### src/rtl/axi_burst_master_if.sv
// AXI4 channel bundle shared by the burst initiator and any slave-side block.
interface axi_interface;
   logic [5:0]  arid;
   logic [31:0] araddr;
   logic [7:0]  arlen;
   logic [2:0]  arsize;
   logic [1:0]  arburst;
   logic [3:0]  arcache;
   logic        arvalid;
   logic        arready;
   logic [5:0]  rid;
   logic [31:0] rdata;
   logic [1:0]  rresp;
   logic        rlast;
   logic        rvalid;
   logic        rready;
   logic [5:0]  awid;
   logic [31:0] awaddr;
   logic [7:0]  awlen;
   logic [2:0]  awsize;
   logic [1:0]  awburst;
   logic [3:0]  awcache;
   logic        awvalid;
   logic        awready;
   logic [31:0] wdata;
   logic [3:0]  wstrb;
   logic        wlast;
   logic        wvalid;
   logic        wready;
   logic [5:0]  bid;
   logic [1:0]  bresp;
   logic        bvalid;
   logic        bready;

   modport master (
      output arid, araddr, arlen, arsize, arburst, arcache, arvalid,
      input  arready,
      input  rid, rdata, rresp, rlast, rvalid,
      output rready,
      output awid, awaddr, awlen, awsize, awburst, awcache, awvalid,
      input  awready,
      output wdata, wstrb, wlast, wvalid,
      input  wready,
      input  bid, bresp, bvalid,
      output bready
   );

   modport slave (
      input  arid, araddr, arlen, arsize, arburst, arcache, arvalid,
      output arready,
      output rid, rdata, rresp, rlast, rvalid,
      input  rready,
      input  awid, awaddr, awlen, awsize, awburst, awcache, awvalid,
      output awready,
      input  wdata, wstrb, wlast, wvalid,
      output wready,
      output bid, bresp, bvalid,
      input  bready
   );
endinterface

### src/rtl/axi_burst_master.sv
// Single-outstanding AXI4 burst initiator: one client command becomes one
// AR/R or AW/W/B exchange, with length, response and timeout checking.
module axi_burst_master #(
   parameter int unsigned TIMEOUT_CYCLES = 1024,
   parameter logic [5:0]  AXI_ID         = 6'd0
) (
   input  logic         clk,
   input  logic         rst,
   axi_interface.master axi,
   input  logic         req_valid,
   output logic         req_ready,
   input  logic         req_we,
   input  logic [31:0]  req_addr,
   input  logic [7:0]   req_len,
   input  logic         wd_valid,
   output logic         wd_ready,
   input  logic [31:0]  wd_data,
   input  logic [3:0]   wd_strb,
   output logic         rd_valid,
   input  logic         rd_ready,
   output logic [31:0]  rd_data,
   output logic         rd_last,
   output logic         done,
   output logic         err,
   output logic [2:0]   err_code
);
   typedef enum logic [2:0] {S_IDLE, S_AR, S_R, S_AW, S_W, S_B} state_t;

   localparam logic [15:0] TMO_LIM = 16'(TIMEOUT_CYCLES);

   state_t      state_q;
   logic        up_q;      // low until the first cycle after reset release
   logic        drain_q;   // after an R timeout, swallow stray beats in IDLE
   logic [31:0] addr_q;
   logic [7:0]  len_q;
   logic [8:0]  cnt_q;
   logic [15:0] tmo_q;
   logic        done_q;
   logic        err_q;
   logic [2:0]  code_q;

   logic [13:0] span_d;
   logic [13:0] end_d;
   logic        cross_d;
   logic        last_cnt;
   logic        tmo_hit;
   logic        r_hs;
   logic        r_bad;
   logic        b_bad;
   logic        unused_addr_lsb;

   // The burst end address, in bytes within the 4KB page, decides rejection.
   assign span_d   = (14'(req_len) + 14'd1) << 2;
   assign end_d    = 14'({req_addr[11:2], 2'b00}) + span_d;
   assign cross_d  = end_d > 14'd4096;
   assign last_cnt = (cnt_q == {1'b0, len_q});
   assign tmo_hit  = (tmo_q + 16'd1) == TMO_LIM;
   assign r_hs     = axi.rvalid & axi.rready;
   assign r_bad    = (axi.rresp != 2'b00) || (axi.rid != AXI_ID);
   assign b_bad    = (axi.bresp != 2'b00) || (axi.bid != AXI_ID);
   assign unused_addr_lsb = &{1'b0, req_addr[1:0]};

   // Command sequencing, beat counting, timeout and sticky error tracking.
   always_ff @(posedge clk) begin
      if (!rst) begin
         state_q <= S_IDLE;
         up_q    <= 1'b0;
         drain_q <= 1'b0;
         addr_q  <= '0;
         len_q   <= '0;
         cnt_q   <= '0;
         tmo_q   <= '0;
         done_q  <= 1'b0;
         err_q   <= 1'b0;
         code_q  <= '0;
      end else begin
         up_q   <= 1'b1;
         done_q <= 1'b0;
         case (state_q)
            S_IDLE: begin
               if (req_valid && req_ready) begin
                  addr_q  <= {req_addr[31:2], 2'b00};
                  len_q   <= req_len;
                  cnt_q   <= '0;
                  tmo_q   <= '0;
                  drain_q <= 1'b0;
                  if (cross_d) begin
                     done_q <= 1'b1;
                     err_q  <= 1'b1;
                     code_q <= 3'b010;
                  end else begin
                     err_q   <= 1'b0;
                     code_q  <= 3'b000;
                     state_q <= req_we ? S_AW : S_AR;
                  end
               end
            end
            S_AR: if (axi.arready) state_q <= S_R;
            S_R: begin
               if (r_hs) begin
                  cnt_q <= cnt_q + 9'd1;
                  tmo_q <= '0;
                  // rlast early or missing at the final count are both mismatches
                  if (axi.rlast != last_cnt) begin
                     code_q[1] <= 1'b1;
                     err_q     <= 1'b1;
                  end
                  if (r_bad) begin
                     code_q[0] <= 1'b1;
                     err_q     <= 1'b1;
                  end
                  if (axi.rlast) begin
                     done_q  <= 1'b1;
                     state_q <= S_IDLE;
                  end
               end else if (tmo_hit) begin
                  code_q[2] <= 1'b1;
                  err_q     <= 1'b1;
                  done_q    <= 1'b1;
                  drain_q   <= 1'b1;
                  state_q   <= S_IDLE;
               end else begin
                  tmo_q <= tmo_q + 16'd1;
               end
            end
            S_AW: if (axi.awready) state_q <= S_W;
            S_W: begin
               if (wd_valid && axi.wready) begin
                  cnt_q <= cnt_q + 9'd1;
                  if (last_cnt) state_q <= S_B;
               end
            end
            S_B: begin
               if (axi.bvalid) begin
                  done_q  <= 1'b1;
                  state_q <= S_IDLE;
                  if (b_bad) begin
                     code_q[0] <= 1'b1;
                     err_q     <= 1'b1;
                  end
               end else if (tmo_hit) begin
                  code_q[2] <= 1'b1;
                  err_q     <= 1'b1;
                  done_q    <= 1'b1;
                  state_q   <= S_IDLE;
               end else begin
                  tmo_q <= tmo_q + 16'd1;
               end
            end
            default: state_q <= S_IDLE;
         endcase
      end
   end

   assign req_ready   = up_q && (state_q == S_IDLE);

   assign axi.arid    = AXI_ID;
   assign axi.araddr  = addr_q;
   assign axi.arlen   = len_q;
   assign axi.arsize  = 3'b010;
   assign axi.arburst = 2'b01;
   assign axi.arcache = 4'b0011;
   assign axi.arvalid = (state_q == S_AR);

   assign axi.rready  = (state_q == S_R) ? rd_ready : ((state_q == S_IDLE) && drain_q);
   assign rd_valid    = (state_q == S_R) && axi.rvalid;
   assign rd_data     = axi.rdata;
   assign rd_last     = axi.rlast;

   assign axi.awid    = AXI_ID;
   assign axi.awaddr  = addr_q;
   assign axi.awlen   = len_q;
   assign axi.awsize  = 3'b010;
   assign axi.awburst = 2'b01;
   assign axi.awcache = 4'b0011;
   assign axi.awvalid = (state_q == S_AW);

   assign axi.wvalid  = (state_q == S_W) && wd_valid;
   assign axi.wdata   = wd_data;
   assign axi.wstrb   = wd_strb;
   assign axi.wlast   = (state_q == S_W) && last_cnt;
   assign wd_ready    = (state_q == S_W) && axi.wready;

   assign axi.bready  = (state_q == S_B);

   assign done        = done_q;
   assign err         = err_q;
   assign err_code    = code_q;
endmodule

### src/flat_wrapper.sv
// flat-port wrapper written by rule: the top's interface ports become plain ports
module axi_burst_master_flat 
#(
   parameter int unsigned TIMEOUT_CYCLES = 1024,
   parameter logic [5:0]  AXI_ID         = 6'd0
)
  (clk, rst, req_valid, req_ready, req_we, req_addr, req_len, wd_valid, wd_ready, wd_data, wd_strb, rd_valid, rd_ready, rd_data, rd_last, done, err, err_code, axi_arid, axi_araddr, axi_arlen, axi_arsize, axi_arburst, axi_arcache, axi_arvalid, axi_arready, axi_rid, axi_rdata, axi_rresp, axi_rlast, axi_rvalid, axi_rready, axi_awid, axi_awaddr, axi_awlen, axi_awsize, axi_awburst, axi_awcache, axi_awvalid, axi_awready, axi_wdata, axi_wstrb, axi_wlast, axi_wvalid, axi_wready, axi_bid, axi_bresp, axi_bvalid, axi_bready);
  axi_interface axi_i ();
  input  logic clk;
  input  logic rst;
  input  logic req_valid;
  output logic req_ready;
  input  logic req_we;
  input  logic [31:0] req_addr;
  input  logic [7:0] req_len;
  input  logic wd_valid;
  output logic wd_ready;
  input  logic [31:0] wd_data;
  input  logic [3:0] wd_strb;
  output logic rd_valid;
  input  logic rd_ready;
  output logic [31:0] rd_data;
  output logic rd_last;
  output logic done;
  output logic err;
  output logic [2:0] err_code;
  output wire logic [$bits(axi_i.arid)-1:0] axi_arid;
  output wire logic [$bits(axi_i.araddr)-1:0] axi_araddr;
  output wire logic [$bits(axi_i.arlen)-1:0] axi_arlen;
  output wire logic [$bits(axi_i.arsize)-1:0] axi_arsize;
  output wire logic [$bits(axi_i.arburst)-1:0] axi_arburst;
  output wire logic [$bits(axi_i.arcache)-1:0] axi_arcache;
  output wire logic [$bits(axi_i.arvalid)-1:0] axi_arvalid;
  input wire logic [$bits(axi_i.arready)-1:0] axi_arready;
  input wire logic [$bits(axi_i.rid)-1:0] axi_rid;
  input wire logic [$bits(axi_i.rdata)-1:0] axi_rdata;
  input wire logic [$bits(axi_i.rresp)-1:0] axi_rresp;
  input wire logic [$bits(axi_i.rlast)-1:0] axi_rlast;
  input wire logic [$bits(axi_i.rvalid)-1:0] axi_rvalid;
  output wire logic [$bits(axi_i.rready)-1:0] axi_rready;
  output wire logic [$bits(axi_i.awid)-1:0] axi_awid;
  output wire logic [$bits(axi_i.awaddr)-1:0] axi_awaddr;
  output wire logic [$bits(axi_i.awlen)-1:0] axi_awlen;
  output wire logic [$bits(axi_i.awsize)-1:0] axi_awsize;
  output wire logic [$bits(axi_i.awburst)-1:0] axi_awburst;
  output wire logic [$bits(axi_i.awcache)-1:0] axi_awcache;
  output wire logic [$bits(axi_i.awvalid)-1:0] axi_awvalid;
  input wire logic [$bits(axi_i.awready)-1:0] axi_awready;
  output wire logic [$bits(axi_i.wdata)-1:0] axi_wdata;
  output wire logic [$bits(axi_i.wstrb)-1:0] axi_wstrb;
  output wire logic [$bits(axi_i.wlast)-1:0] axi_wlast;
  output wire logic [$bits(axi_i.wvalid)-1:0] axi_wvalid;
  input wire logic [$bits(axi_i.wready)-1:0] axi_wready;
  input wire logic [$bits(axi_i.bid)-1:0] axi_bid;
  input wire logic [$bits(axi_i.bresp)-1:0] axi_bresp;
  input wire logic [$bits(axi_i.bvalid)-1:0] axi_bvalid;
  output wire logic [$bits(axi_i.bready)-1:0] axi_bready;
  assign axi_arid = axi_i.arid;
  assign axi_araddr = axi_i.araddr;
  assign axi_arlen = axi_i.arlen;
  assign axi_arsize = axi_i.arsize;
  assign axi_arburst = axi_i.arburst;
  assign axi_arcache = axi_i.arcache;
  assign axi_arvalid = axi_i.arvalid;
  assign axi_i.arready = axi_arready;
  assign axi_i.rid = axi_rid;
  assign axi_i.rdata = axi_rdata;
  assign axi_i.rresp = axi_rresp;
  assign axi_i.rlast = axi_rlast;
  assign axi_i.rvalid = axi_rvalid;
  assign axi_rready = axi_i.rready;
  assign axi_awid = axi_i.awid;
  assign axi_awaddr = axi_i.awaddr;
  assign axi_awlen = axi_i.awlen;
  assign axi_awsize = axi_i.awsize;
  assign axi_awburst = axi_i.awburst;
  assign axi_awcache = axi_i.awcache;
  assign axi_awvalid = axi_i.awvalid;
  assign axi_i.awready = axi_awready;
  assign axi_wdata = axi_i.wdata;
  assign axi_wstrb = axi_i.wstrb;
  assign axi_wlast = axi_i.wlast;
  assign axi_wvalid = axi_i.wvalid;
  assign axi_i.wready = axi_wready;
  assign axi_i.bid = axi_bid;
  assign axi_i.bresp = axi_bresp;
  assign axi_i.bvalid = axi_bvalid;
  assign axi_bready = axi_i.bready;
  axi_burst_master #(.TIMEOUT_CYCLES(TIMEOUT_CYCLES), .AXI_ID(AXI_ID)) u_core (.clk(clk), .rst(rst), .axi(axi_i), .req_valid(req_valid), .req_ready(req_ready), .req_we(req_we), .req_addr(req_addr), .req_len(req_len), .wd_valid(wd_valid), .wd_ready(wd_ready), .wd_data(wd_data), .wd_strb(wd_strb), .rd_valid(rd_valid), .rd_ready(rd_ready), .rd_data(rd_data), .rd_last(rd_last), .done(done), .err(err), .err_code(err_code));
endmodule
### config.mk
export PLATFORM = sky130hd
export DESIGN_NAME = axi_burst_master_flat
export DESIGN_NICKNAME = d
export VERILOG_FILES = /design/src/rtl/axi_burst_master_if.sv /design/src/rtl/axi_burst_master.sv /design/src/flat_wrapper.sv
export SDC_FILE = /design/constraint.sdc
export NUM_CORES = 1
export LEC_CHECK = 0
export CAP_MARGIN = 25
export CORE_AREA = 2 2 126 128
export DETAILED_ROUTE_END_ITERATION = 8
export DIE_AREA = 0 0 128 130
export PLACE_DENSITY = 0.75
export SLEW_MARGIN = 0
export SYNTH_ARGS = -nofsm -noshare
export SYNTH_HDL_FRONTEND = slang
export SYNTH_SLANG_ARGS = --single-unit
### constraint.sdc
create_clock -name clk -period 8.2 [get_ports clk]
set_clock_uncertainty 0.1 [all_clocks]
set_input_delay 2.46 -clock clk [delete_from_list [all_inputs] [get_ports clk]]
set_output_delay 2.46 -clock clk [all_outputs]
set_load 0.01 [all_outputs]
# Yosys cells after proc, flatten, opt, wreduce, memory -nomap -nowiden
# Index checks and enable logic that the tools add are counted.
op_classes:
  n_lt_le_gt_ge: 1
  eq_ne: 25
  multipliers: 0
  n_bitwise: 1
  div_mod_pow: 0
  reduce_logical: 27
  mux: 53
  shifts: 0
  n_addsub: 4
op_table:
  columns: ["op", "n"]
  rows:
  - ["$mux 16", 4]
  - ["$pmux 16 s3", 1]
  - ["$mux 3", 11]
  - ["$mux 9", 3]
  - ["$pmux 9 s3", 1]
  - ["$mux 1", 23]
  - ["$ne 2x1->1 const B", 10]
  - ["$reduce_and 4->1", 5]
  - ["$pmux 3 s6", 1]
  - ["$add 16x1->16 const B", 1]
  - ["$eq 16x11->1 const B", 1]
  - ["$add 12x14->14", 1]
  - ["$gt 14x13->1 const B", 1]
  - ["$pmux 1 s3", 4]
  - ["$reduce_bool 6->1", 2]
  - ["$add 8x1->9 const B", 1]
  - ["$add 9x1->9 const B", 1]
  - ["$eq 9x8->1", 1]
  - ["$logic_and 1x1->1", 8]
  - ["$ne 2x2->1 const B", 4]
  - ["$reduce_and 7->1", 1]
  - ["$eq 3x2->1 const B", 2]
  - ["$eq 3x3->1 const B", 2]
  - ["$mux 2", 3]
  - ["other kinds (14)", 19]
totals:
  out_inout_bits: 193
  inputBits: 136
  latch_bits: 0
  n_memories: 0
  register_bits: 73
  romBits: 0
  ramBits: 0
  word_cells: 123

# Depth between registers and ports, before layout
# Gate-level depths: netlist of the first run.
depth:
  depth_word: 6
  depth_mapped: 12
  ltp_nobuf: 12

# Worst setup path before layout of the first run
# Ideal clock, no wire load.
synth_timing:
  path_kind: "input to output"
  start: "in rd_ready"
  end: "out axi_rready"
  arrival_ps: 2821
  cell_stages: 2
  setup_slack_ps: 2819
  n_path_buf: 0
  required_ps: 5640
  path_cell_list: "mux2i_1 nor3_1"
synth_via:
  elab_chain_cells: 1
synth_lines:
  columns: ["item", "line_no", "rtl"]
  rows:
  - ["from (decl)", "flat_wrapper.sv:21", "input logic rd_ready;"]
  - ["$mux 1", "axi_burst_master.sv:165", "assign axi.rready = (state_q == S_R) ? rd_ready : ((state_q == S_IDLE) && drain_q);"]
  - ["to (decl)", "flat_wrapper.sv:40", "output wire logic [$bits(axi_i.rready)-1:0] axi_rready;"]
# No other way between the ends.

# Final worst setup path of the first run
# Ends and elaborated chain as after synthesis.

==> results of run 1 <==
==> cells by family after synthesis <==
group	after synthesis	share of synthesized area [%]
compound gates	124	14.6
flops	73	28.9
simple gates	246	23.5
other cells	2	0.148
buf+inv	180	24.3
fa+ha+maj	15	3.86
xor+xnor	24	4.15
mux	3	0.618
==> worst max-delay path by stage <==
stage          slack [ns]  cells past startpoint          to      from
2_1_floorplan        2.82                      2  axi_rready  rd_ready
3_3_place_gp         1.79                      4  axi_rready  rd_ready
3_5_place_dp         1.74                      4  axi_rready  rd_ready
4_1_cts              1.74                      4  axi_rready  rd_ready
5_1_grt              1.65                      4  axi_rready  rd_ready
6_report             1.78                      4  axi_rready  rd_ready
==> per-stage QoR <==
step	area [µm²]	hold slack [ns]	util (%)	cells
6_report	6120	0.363	39.7	898
5_1_grt	6120	0.398	39.7	898
4_1_cts	6120	0.361	39.7	898
3_5_place_dp	5820	0.353	37.7	882
3_3_place_gp	5820	0.350	37.7	882
2_1_floorplan	5180	0.329	-	699
==> sequential cells by signal (all words and copies together), names as in the netlist, 3 cells and up <==
register / flops
u_core.axi.araddr: 30
u_core.tmo_q: 16
u_core.cnt_q: 9
u_core.axi.arlen: 8
u_core.err_code: 3
u_core.state_q: 3
==> layout by cell type, fill, tap and decap left out, types with 2 or more instances in the layout <==
cell	netlist	routed
a211oi_1	2	2
a21o_1	3	3
a21oi_1	67	67
a31oi_1	2	2
and2_1	3	3
and3_1	10	9
buf_4	141	2
clkbuf_16	0	9
clkdlybuf4s50_1	0	156
clkinv_4	0	3
clkinvlp_4	0	2
conb_1	2	34
dfxtp_1	73	73
ha_1	14	14
inv_1	13	13
mux2i_1	2	2
nand2_1	115	115
nand2b_1	4	4
nand3_1	21	21
nand4_1	7	7
nor2_1	35	35
nor2b_1	2	2
nor3_1	11	11
nor4_1	4	4
nor4_2	2	2
nor4b_1	2	2
o211a_1	2	2
o211ai_1	4	4
o21a_1	4	4
o21ai_0	14	14
o21ai_1	6	6
o22ai_2	2	2
o31ai_1	6	6
or2_2	2	2
or3_1	9	9
or4_1	12	12
xnor2_1	15	15
xor2_1	9	9
==> power by group <==
group	switching [µW]	total, µW	internal, µW
clock	168	406	238
combinational	228	439	211
sequential	48.5	440	392
==> worst reg2reg max path, stage by stage, from the launching register on <==
cell and delay (ns):
dfxtp_1 0.75, nor3_1 0.17, and3_2 0.58, o21a_1 0.34, o22ai_2 0.81, mux2i_1 0.27
nor2_1 0.05
==> per-layer routing <==
| metal | wire, µm | vias to the layer above |
|---|---|---|
| met5 | 0 | - |
| met2 | 6220 | 160 |
| met1 | 5540 | 2056 |
| li1 | - | 2181 |
| met4 | 200 | 0 |
| met3 | 1080 | 18 |
==> area by class of cell <==
cell class              count  area [µm²]
repair buffers            158        1580
well taps                 192         240
multi-input cells         446        2490
clock buffers               9         225
clock inverters             7        80.1
fillers                  1584        9300
flip-flops and latches     73        1460
inverters                  13        48.8
==> impl_metrics.toml, run 1 <==
[detailed_routing]
viasPerCell = 4.92
drcViolationCount = 0
drt-total-wl_um = 13000
vias = 4415
drtIter0Drc = 233
ant_nets = 0
wl_per_cell_um = 14.5
firstDrtPassIters = 5

[timing]
post-route-min-period_ns = 6.42
worstMarginPinSlew_ns = 1.04
fin_crit_sh_pct = 78.3
tns_ns = 0
worst_slack_ns = 1.78
slew_violations = 0
slew_headroom_pct = 30.8
grt_setup_unrepaired = "false"
final_hold_viol_count = 0
max_freq_mhz = 156
setup_viol = 0

[floorplan]
fp.dieArea_um2 = 16600
fp.dieW_um = 128
die_y_um = 130
placementRows = 46
core_um2 = 15400
io_pins = 329
start_util_pct = 32.8

[critical_path]
r2r-end = "u_core.tmo_q[1]"
cp.required_ns = 5.64
cp_common_cell = "clkdlybuf4s50_1"
cp_slowest_cell = "clkdlybuf4s50_1"
cpPeakStageDelay_ns = 0.60
cp_max_fo = 2
critical_path_class = "in2out"
reg2reg_depth = 6
start_kind = "primary input"
r2r_start = "u_core.state_q[2]"
critical-path-top-delay-family = "buffers and inverters"
crit_path_end_kind = "primary output"
worst-path-buf-inv = 2
path_cells = "clkdlybuf4s50_1 > mux2i_1 > nor3_1 > clkdlybuf4s50_1"
r2r_setup_slack_ns = 5.00
cp.arrival_ns = 3.86

[global_route]
grt_use_total_pct = 15.2
globalRouteMet1Util_pct = 18.8
antenna_found_initial = 0
grt_pass1_vias = 4025
grt_max_degree = 46
grt-ovfl-total = 0
met2_usage_pct = 25.5
grt_pass1_wl_um = 20100
grt_util_met3_pct = 5.17
grt-busiest-layer = "met2"

[job]
max_cap_viol_count = 0

[logic_synthesis]
ys.warnings.count = 0
synth_edf_count = 0
synth_most_common_cell = "buf_4"
synth_top_cell_by_area = "dfxtp_1"
synth_common_cells = "buf_4 (141), nand2_1 (115), dfxtp_1 (73)"
synth.top_cell.area_share_pct = 28.9
syn_avg_cell_area_um2 = 7.59
synth-async-reset-ratio_pct = 0
synthFlopType = "dfxtp_1"
ys_ff_latch = 73
synthTopCellsByArea = "dfxtp_1 (29%), buf_4 (21%), nand2_1 (8.5%), a21oi_1 (6.6%), ha_1 (3.5%)"
yosysUniqueCellTypes = 59
syn_inst = 667
synth.yosys.seq_area_share_pct = 28.9
synth_area_um2 = 5060

[placement]
pre_cts_ws_ns = 1.74
gp_congestion = 0.823
dp_hpwl_um = 9840
io_buffers = 156

[clock_tree]
clk_pin_slew_ns = 0.06
cts_sinks = 73
clk_latency_ns = 0.34
postCtsResizedCells = 0
h-tree-depth = 3
cts_tree = "built"
cts_buffers = 9
root_buffer = "clkbuf_16"
post-cts-setup-buffer-count = 0
holdBufCountCts = 0
clockBufferDepth = 2

[worst_hold_path]
hold_end = "u_core.drain_q"
hold_path_depth = 2
hold_path_class = "reg2reg"
hp-start = "u_core.drain_q"

[layout]
drive_gt1_share_pct = 4.11
area_growth_pct = 21.0
layout.nets = 852
diodes = 0

[power]
cellLeakagePower_uw = 0.00225
power_uw = 1290
vdd_drop_max_mv = 0.113
powerDensity_nw_per_um2 = 210

[run_status]
status = "finished, final reports clean"
No activity file was read; power rests on OpenSTA's default activity.
==> run 2, diff against run 1 <==
--- a/config.mk
+++ b/config.mk
@@ -6,10 +6,10 @@
 export NUM_CORES = 1
 export LEC_CHECK = 0
 export CAP_MARGIN = 25
-export CORE_AREA = 2 2 126 128
+export CORE_MARGIN = 2
+export CORE_UTILIZATION = 33
 export DETAILED_ROUTE_END_ITERATION = 8
-export DIE_AREA = 0 0 128 130
-export PLACE_DENSITY = 0.75
+export PLACE_DENSITY = 0.77
 export SLEW_MARGIN = 0
 export SYNTH_ARGS = -nofsm -noshare
 export SYNTH_HDL_FRONTEND = slang
==> constraint.sdc (replaced) <==
create_clock -name clk -period 5.35 [get_ports clk]
set_clock_uncertainty 0.1 [all_clocks]
set_input_delay 1.605 -clock clk [delete_from_list [all_inputs] [get_ports clk]]
set_output_delay 1.605 -clock clk [all_outputs]
set_load 0.01 [all_outputs]
==> impl_metrics.toml, run 2 (same netlist as run 1, synthesis figures left out) <==
[layout]
final_cells = 896
largest_register_ffs = 30
diodes = 0
final_common_cell = "clkdlybuf4s50_1"
area_growth_pct = 21.0
final_cell_mix = "clkdlybuf4s50_1 (156), nand2_1 (115), dfxtp_1 (73)"
fill_cells = 1519
layout.nets = 854
drive_gt1_share_pct = 4.38
seqCellArea_um2 = 1460
multiInputGateArea_um2 = 2490

[critical_path]
crit_path_end_kind = "primary output"
start_kind = "primary input"
reg2reg_depth = 8
setup.worst_path.start = "rd_ready"
r2r_start = "u_core.tmo_q[0]"
cp_max_fo = 2
critical_path_class = "in2out"
r2r-end = "u_core.tmo_q[7]"
r2r_setup_slack_ns = 2.48
critPathCapture = "axi_rready"
cp.required_ns = 3.65
cp.arrival_ns = 3.00

[power]
vdd_drop_max_mv = 0.186
cellLeakagePower_uw = 0.00226
power_uw = 1970
powerDensity_nw_per_um2 = 321

[detailed_routing]
firstDrtPassIters = 4
drt-total-wl_um = 12900
wl_per_cell_um = 14.4
drtIter0Drc = 191
viasPerCell = 4.95
ant_nets = 0
vias = 4436
drcViolationCount = 0

[timing]
worstMarginPinSlew_ns = 1.04
grt_setup_unrepaired = "false"
slew_violations = 0
max_freq_mhz = 212
final_hold_viol_count = 0
slew_headroom_pct = 30.7
setup_viol = 0
post-route-min-period_ns = 4.71
fin_crit_sh_pct = 88.0
tns_ns = 0

[global_route]
grt_pass1_wl_um = 20300
grt_max_degree = 43
antenna_found_initial = 0
grt_pass1_vias = 4099
grt_use_total_pct = 15.5
grt-ovfl-total = 0

[clock_tree]
root_buffer = "clkbuf_16"
clockBufferDepth = 2
clk_pin_slew_ns = 0.06
cts_sinks = 73
clk_latency_ns = 0.34
cts_buffers = 9
cts_tree = "built"
holdBufCountCts = 0
h-tree-depth = 3
post-cts-setup-buffer-count = 0
postCtsResizedCells = 0

[floorplan]
core_um2 = 15100
io_pins = 329
start_util_pct = 33.5
placementRows = 45
die_y_um = 128
fp.dieArea_um2 = 16300
fp.dieW_um = 128

[placement]
dp_hpwl_um = 9460
place_inst = 880
gp_congestion = 0.823
io_buffers = 156

[job]
max_cap_viol_count = 0

[run_status]
status = "finished, final reports clean"

[worst_hold_path]
hold_path_class = "reg2reg"
==> run 2: cell types whose count changed in the layout (fill, tap and decap cells not counted) <==
cell,previous run,this run
clkinv_4,3,1
clkinvlp_4,2,3
buf_4,2,4
clkinv_2,0,2
inv_6,1,0
==> run 2: worst min-delay path by stage <==
stage / startpoint / endpoint / slack [ns] / cells after the start
final: u_core.drain_q / u_core.drain_q / 0.35 / 2
after global routing: u_core.drain_q / u_core.drain_q / 0.39 / 2
after CTS: u_core.drain_q / u_core.drain_q / 0.36 / 2
after detailed placement: u_core.drain_q / u_core.drain_q / 0.35 / 2
after global placement: u_core.drain_q / u_core.drain_q / 0.34 / 2
after floorplan: u_core.drain_q / u_core.drain_q / 0.33 / 2
==> run 2: power breakdown <==
part	internal, µW	switching (µW)	total (µW)	leakage (µW)
logic	325	352	677	0.00153
registers	601	73.5	674	0.000593
clock network	360	256	616	0.000137
==> run 2: metal layers <==
| layer | GRT usage [%] | vias up | wire length, µm |
|---|---|---|---|
| met4 | 6.14 | 0 | 272 |
| li1 | - | 2174 | - |
| met5 | 0 | - | 0 |
| met3 | 4.17 | 34 | 1010 |
| met2 | 25.2 | 187 | 5950 |
| met1 | 19.5 | 2041 | 5630 |
==> run 2: metrics by stage <==
stage               worst slack, ns  utilization (%)  hold slack (ns)  instance area [µm²]
floorplan                      1.46                -            0.329                 5180
global placement              0.600             38.6            0.342                 5830
finish                        0.641             40.6            0.354                 6120
CTS                           0.645             40.6            0.357                 6120
detailed placement            0.511             38.6            0.349                 5830
global route                  0.445             40.6            0.390                 6120
==> run 2: area by class of cell <==
type	instances	share of cell area [%]
Clock inverter	7	1.16
Sequential cell	73	23.9
Clock buffer	9	3.68
Inverter	13	0.797
Timing Repair Buffer	160	26.0
Tap cell	188	3.84
Multi-Input combinational cell	446	40.7
==> run 2: worst max-delay path: stages <==
cell and delay [ns]:
clkdlybuf4s50_1 0.49, mux2i_1 0.08, nor3_1 0.23, clkdlybuf4s50_1 0.60
